[config.mk]
export PLATFORM = sky130hd
export DESIGN_NAME = dram_arbiter
export DESIGN_NICKNAME = d
export VERILOG_FILES = /design/src/rtl/dram_arbiter.sv
export SDC_FILE = /design/constraint.sdc
export NUM_CORES = 1
export LEC_CHECK = 0
export BUFFER_PORTS_ARGS = -buffer_cell sky130_fd_sc_hd__buf_2
export CORE_AREA = 2 2 117 119
export CTS_CLUSTER_SIZE = 14
export DETAILED_ROUTE_END_ITERATION = 12
export DIE_AREA = 0 0 119 121
export SYNTH_ARGS = -nofsm -noshare
export SYNTH_HDL_FRONTEND = slang
export SYNTH_SLANG_ARGS = --single-unit
[constraint.sdc]
create_clock -name clk -period 1.7 [get_ports clk]
set_clock_uncertainty 0.2 [all_clocks]
set_input_delay 0 -clock clk [delete_from_list [all_inputs] [get_ports clk]]
set_output_delay 0 -clock clk [all_outputs]
set_load 0.01 [all_outputs]
[src/rtl/dram_arbiter.sv]
// rtl/dram_arbiter.sv - two-master round-robin data RAM arbiter with bounded lock
module dram_arbiter #(
  parameter int ADDR_W   = 32,
  parameter int DATA_W   = 32,
  parameter int LOCK_MAX = 4
) (
  input  logic              clk,
  input  logic              rst,
  input  logic              m0_req,
  input  logic              m0_we,
  input  logic              m0_lock,
  input  logic [ADDR_W-1:0] m0_addr,
  input  logic [DATA_W-1:0] m0_wdata,
  output logic              m0_gnt,
  output logic              m0_rvalid,
  input  logic              m1_req,
  input  logic              m1_we,
  input  logic              m1_lock,
  input  logic [ADDR_W-1:0] m1_addr,
  input  logic [DATA_W-1:0] m1_wdata,
  output logic              m1_gnt,
  output logic              m1_rvalid,
  output logic [DATA_W-1:0] rd_data,
  output logic              ram_we,
  output logic [ADDR_W-1:0] ram_waddr,
  output logic [DATA_W-1:0] ram_wdata,
  output logic [ADDR_W-1:0] ram_raddr,
  input  logic [DATA_W-1:0] ram_rdata
);

  localparam int CNT_W = $clog2(LOCK_MAX + 1);
  localparam logic [CNT_W-1:0] CNT_MAX = CNT_W'(LOCK_MAX);

  logic             last;
  logic             owner_lock;
  logic [CNT_W-1:0] lock_cnt;
  logic             both;
  logic             pick1;
  logic             gnt0;
  logic             gnt1;
  logic             any_gnt;
  logic             g_lock;
  logic             g_we;

  // Lock is honoured only while contested and below the bound; otherwise round-robin.
  always_comb begin
    both = m0_req & m1_req;
    if (both && owner_lock && (lock_cnt < CNT_MAX)) pick1 = last;
    else if (both)                                  pick1 = ~last;
    else                                            pick1 = m1_req;
    gnt0 = ~rst & m0_req & ~pick1;
    gnt1 = ~rst & m1_req & pick1;
  end

  assign any_gnt   = gnt0 | gnt1;
  assign g_lock    = gnt1 ? m1_lock : m0_lock;
  assign g_we      = gnt1 ? m1_we : m0_we;
  assign m0_gnt    = gnt0;
  assign m1_gnt    = gnt1;
  assign ram_we    = any_gnt & g_we;
  assign ram_waddr = gnt1 ? m1_addr : m0_addr;
  assign ram_raddr = gnt1 ? m1_addr : m0_addr;
  assign ram_wdata = gnt1 ? m1_wdata : m0_wdata;

  always_ff @(posedge clk or posedge rst) begin
    if (rst) begin
      last       <= 1'b1;
      owner_lock <= 1'b0;
      lock_cnt   <= '0;
      m0_rvalid  <= 1'b0;
      m1_rvalid  <= 1'b0;
      rd_data    <= '0;
    end else begin
      m0_rvalid <= gnt0 & ~m0_we;
      m1_rvalid <= gnt1 & ~m1_we;
      if (any_gnt) begin
        last       <= gnt1;
        owner_lock <= g_lock;
        // "Other master requested" is exactly the contested case here.
        if ((gnt1 == last) && g_lock && both)
          lock_cnt <= (lock_cnt == CNT_MAX) ? lock_cnt : lock_cnt + 1'b1;
        else
          lock_cnt <= '0;
        if (!g_we) rd_data <= ram_rdata;
      end else begin
        owner_lock <= 1'b0;
        lock_cnt   <= '0;
      end
    end
  end

endmodule

-- After elaboration in Yosys (flattened, before gate mapping)
Index checks and enable logic that the tools add are counted.
- add/subtract/negate cells: 1
- order comparisons: 1
- equal/unequal tests: 3
- shift-type cells: 0
- multiply operators: 0
- div/mod/pow operators: 0
- reductions and logical operators: 5
- bitwise logic cells: 15
- muxes and demuxes: 10
- operator list (kind ; number):
    $mux W32 ; 2
    $mux W3 ; 3
    $and A1 B1 Y1 ; 8
    $not A1 Y1 ; 6
    $mux W1 ; 5
    $logic_and A1 B1 Y1 ; 4
    $add A3 B1 Y3 const B ; 1
    $eq A3 B3 Y1 const B ; 1
    $lt A3 B3 Y1 const B ; 1
    $ne A3 B3 Y1 const B ; 1
    $reduce_and A2 Y1 ; 1
    $eq A1 B1 Y1 ; 1
    $or A1 B1 Y1 ; 1
- memories kept: 0
- output and inout bits: 133
- bits in read-only memories: 0
- RAM bits: 0
- flip-flop bits (word level): 39
- bits in latches: 0

-- Logic depth before layout (Yosys ltp)
- word-level depth: 10
- gate-level depth with buffers: 5
- depth with buffers taken out: 5

-- Worst setup path before layout
No wires, ideal clock.
- path kind: register -> output
- start point: reg last
- end point: out ram_waddr[0]
- setup slack: -0.215 ns
- buffers on the path: 2
- arrival time: 1.715 ns
- stages on the path, launching flop included: 6
- cells stage by stage: dfstp_2 > nand2_1 > o211ai_2 > buf_2 > mux2_2 > buf_4
- longest elaborated chain between the ends: 5
- ends and longest elaborated chain (element ; line ; source):
    start: declaration ; 34 ; logic last;
    start signal: assignment ; 77 ; last <= gnt1;
    $not A1 Y1 ; 49 ; else if (both) pick1 = ~last;
    $mux W1 ; 49 ;
    $mux W1 * ; 48 ; if (both && owner_lock && (lock_cnt < CNT_MAX)) pick1 = last;
    $and A1 B1 Y1 * ; 52 ; gnt1 = ~rst & m1_req & pick1;
    $mux W32 * ; n/a ;
    end: declaration ; 25 ; output logic [ADDR_W-1:0] ram_waddr,
Every way passes the cells marked *; elsewhere a longest branch is shown, timed or not.

-- Final worst setup path
- start point: reg last
- end point: out ram_raddr[5]
- longest elaborated chain between the ends: 5
- ends and longest elaborated chain (element ; line ; source):
    $not A1 Y1 ; 49 ;
    $mux W1 ; 49 ;
    $mux W1 * ; 48 ;
    $and A1 B1 Y1 * ; 52 ;
    $mux W32 * ; 62 ; assign ram_raddr = gnt1 ? m1_addr : m0_addr;
    end: declaration ; 27 ; output logic [ADDR_W-1:0] ram_raddr,
Marked as above.

==> results by stage <==
Placement:
- The placed instances occupy a cell area of 4310 sq um.
- Routability-driven placement finished with a final weighted congestion of 0.826.
- The count of input and output buffers is 300.
- The total half-perimeter wirelength after legalization and detailed placement is around 10000 um.

Die:
- The placeable core area is about 13,000 sq um.
- The width of the die is 119 um.
- The die covers 14,400 sq um.
- The total number of placement rows is 42.
- The height of the die is 121 um.
- Once the floorplan was initialized, standard cells occupied 20.9% of the core.
- The top-level I/O count is 301.

STA:
- The max-slew violation count is 0.
- The number of hold violations in the final report is 0.
- The final critical-path share of the clock period is 130%.
- The worst pin sits at a relative slew slack of 77.5%.
- The final count of negative-setup-slack endpoints is 131.
- For the pin with the worst max-slew slack, the measured transition is 335 ps.
- Subtracting the final worst setup slack from the clock period gives approximately 2200 ps.
- Setup repair after global routing could not meet its margin everywhere.
- Once routing completed, OpenROAD measured the worst setup slack at -505 ps.
- The upper clock frequency limit is ~0.45 GHz.

GRT:
- Summed over all layers, the global routing overflow is 0.
- The first global-routing pass estimated 17,600 um of wire.
- The via count of the first global-routing pass came to 3,047.
- The pin count of the biggest net entering global routing is 37.
- The initial antenna violation count is 4.
- Global routing used between 10% and 20% of the available tracks across all layers.

Routing:
- The number of DRC markers after the initial detailed-route iteration is 111.
- The first detailed-routing pass ran for 4 iterations.
- The routed wire length per instance is 18.7 um.
- In the routed design, unresolved DRC markers number 0.
- In this run the remaining antenna-violating nets after routing total 0.
- The detailed-route via count is approximately 3,000.
- The average vias per placed instance is between 4 and 5.
- The routed wire length is ~14,000 um.

Critical path:
- The largest fanout on the critical path is 12.
- In this run the register-to-register setup slack is -480 ps.
- The data arrival time of the worst path is 2000 ps.
- The worst setup path is captured at an output port.
- The worst register-to-register path begins at last.
- The logic depth of the worst register-to-register path is 8.
- The critical path is of the register to output port type.
- At the worst endpoint, the required time is ~1500 ps.
- The worst reg2reg path endpoint is rd_data[25].
- STA classifies the critical path startpoint as a register.

Clock network:
- The maximum level of the CTS H-tree is 2.
- The TritonCTS clock tree is done.
- The clock reaches the later pin of the worst-skew pair after roughly 280 ps.
- The total clock sinks is 39.
- Clock-pin slew was measured on the worst setup and hold paths at 60 ps.
- The number of buffers on the longest clock path is 2.
- TritonCTS created 5 clock buffers.
- The cell at the root of the clock tree is clkbuf_16.

Layout:
- In the final layout, the share of cells above drive strength 1 is 81.2%.
- The post-route cell area is 5640 sq um.
- The total number of nets in the final design is 717.
- The utilization after layout is between 40% and 50%.
- Compared with the post-synthesis result, the final layout area differs by 106%.

Logic synthesis:
- For this run, the number of Yosys warnings is 0.
- The largest family of logic cells by synthesized area is multiplexers.
- The number of standard cells after synthesis is 216.
- Yosys mapped the design onto 25 distinct sky130hd cell types.
- The post-synthesis compound-gate area fraction is 2.56%.
- The portion of synthesized area spent on multiplexers is 44.1%.
- The synthesized netlist net count is 386.
- The number of storage elements in the synthesis netlist is 39.
- Summing the areas of all and, or, nand and nor instances in the mapped netlist gives 3.94% of the synthesized area.
- The synthesized area is ~2700 sq um.
- The synthesized netlist devotes 0.916% of its cell area to adder and majority cells.
- The register area share after synthesis is 35.8%.
- The mean instance size in the synthesized netlist is 12.7 sq um.
- The post-synthesis share of cell area spent on xor and xnor gates is 0.321%.

Status:
- The run finished, with violations left.
- The checks that failed: setup timing.

Power:
- Cell internal power was estimated by the tool at 2.91 mW.
- The clock network burns 22.0% of the power.
- The fraction of power consumed by combinational cells is 47.7%.
- The proportion of power drawn by flip-flops and latches is 30.3%.
- The static leakage is 3.03 nW.
- The switching share of total power is 30.3%.
- Dividing total power by cell area gives a power density of 741 nW/um^2.
- Across the VDD grid, the largest voltage drop is 0.000607 V.
- The analysis attributes to net switching a power of 1.27 mW.
- After layout, the design draws a total of 4.18 mW.

Run:
- The max-cap violation count is 0.

Min path:
- The class of the worst hold path is primary input to asynchronous set/reset pin.
stage by stage:
| stage | worst slack (ps) | hold WS [ps] | TNS [ps] | instances |
|---|---|---|---|---|
| after global routing | -577 | 62.1 | -68370 | 726 |
| final | -505 | 45.4 | -58790 | 727 |
| after CTS | -571 | 42.0 | -66780 | 723 |
| after global placement | -304 | -245 | -26350 | 660 |
| after floorplan | -168 | -134 | -10560 | 216 |
| after detailed placement | -328 | -244 | -29490 | 660 |
kinds of logic after synthesis:
| group | count (synthesis) |
|---|---|
| simple gates | 20 |
| mux | 97 |
| flops | 39 |
| compound gates | 7 |
| fa+ha+maj | 2 |
| buf+inv | 50 |
| xor+xnor | 1 |
layout by cell type (no fill, tap or decap), types with 3 or more instances in the layout:
| master | Yosys | final |
|---|---|---|
| diode_2 | 0 | 3 |
| nor2_1 | 4 | 4 |
| mux2_2 | 67 | 24 |
| mux2_4 | 30 | 73 |
| buf_2 | 7 | 248 |
| inv_1 | 8 | 8 |
| buf_4 | 32 | 8 |
| dlygate4sd3_1 | 0 | 39 |
| buf_12 | 0 | 8 |
| dfrtp_1 | 38 | 38 |
| clkbuf_16 | 0 | 8 |
| buf_6 | 3 | 60 |
| nand2_1 | 4 | 3 |
| o21ai_2 | 0 | 3 |
worst max path at each step:
| stage | to | depth (start not counted) | startpoint |
|---|---|---|---|
| final | ram_raddr[5] | 5 | last |
| after detailed placement | ram_wdata[24] | 5 | last |
| after global routing | ram_raddr[5] | 5 | last |
| after global placement | ram_wdata[24] | 5 | last |
| after CTS | ram_wdata[23] | 6 | last |
| after floorplan | rd_data[10] | 5 | last |
cell type report:
| class | count | area (sq um) |
|---|---|---|
| antenna | 3 | 7.51 |
| clock buffer | 7 | 143 |
| clock inverter | 1 | 5.00 |
| fill | 1242 | 7450 |
| inverter | 8 | 30.0 |
| multi-input combinational | 127 | 1650 |
| sequential | 39 | 977 |
| tap | 176 | 220 |
| timing repair buffer | 366 | 2600 |
routing by layer:
layer | track usage, % | vias up | wire length (um)
li1 | - | 1389 | -
met1 | 19.0 | 1400 | 5240
met2 | 28.7 | 169 | 6960
met3 | 4.75 | 21 | 1100
met4 | 5.06 | 4 | 266
met5 | 0 | - | 26
cell usage after synthesis (all sizes together):
| cell type | number | share of area, % |
|---|---|---|
| buf | 42 | 11 |
| inv | 8 | 1.1 |
| nand2 | 4 | 0.55 |
| nand4bb | 1 | 0.41 |
| o211ai | 1 | 0.46 |
| o211a | 1 | 0.37 |
| o2bb2ai | 1 | 1.0 |
| nand4b | 1 | 0.32 |
| dfrtp | 38 | 35 |
| dfstp | 1 | 0.96 |
| xnor2 | 1 | 0.32 |
| nand3 | 3 | 0.55 |
| nand2b | 1 | 0.23 |
| nor2 | 4 | 0.55 |
| and2 | 1 | 0.23 |
| mux2 | 97 | 44 |
| ha | 2 | 0.92 |
| nor3 | 1 | 0.18 |
| nor2b | 3 | 0.69 |
| o21ai | 3 | 0.55 |
| a21oi | 1 | 0.18 |
| nand4 | 1 | 0.23 |
worst max-delay path: stages (launching register included):
cell and delay (ps):
dfstp_2 550, nand2_2 70, o211ai_4 310, buf_6 250
mux2_2 390, buf_2 160
flip-flops by register name (all words and copies together), names as in the netlist:
signal	flops
last	1
m0_rvalid	1
owner_lock	1
m1_rvalid	1
rd_data	32
lock_cnt	3
power by group through the flow:
stage / sequential, mW / combinational [mW] / clock (mW)
2_1_floorplan: 1.36 / 0.820 / 0
3_3_place_gp: 1.27 / 1.55 / 0
3_5_place_dp: 1.27 / 1.57 / 0
4_1_cts: 1.27 / 1.85 / 0.956
5_1_grt: 1.29 / 2.10 / 1.01
6_report: 1.27 / 1.99 / 0.920
timing repair:
item / 4_1_cts / 5_1_grt
cloned: 4 / 4
endpoints found under the hold margin: 78 / 0
buffers inserted: 12 / 3
endpoints found under the setup margin: 131 / 136
resized for setup: 48 / 75
pin swaps: 1 / 3
hold buffers: 39 / 0
Power figures use the tool's default switching activity.
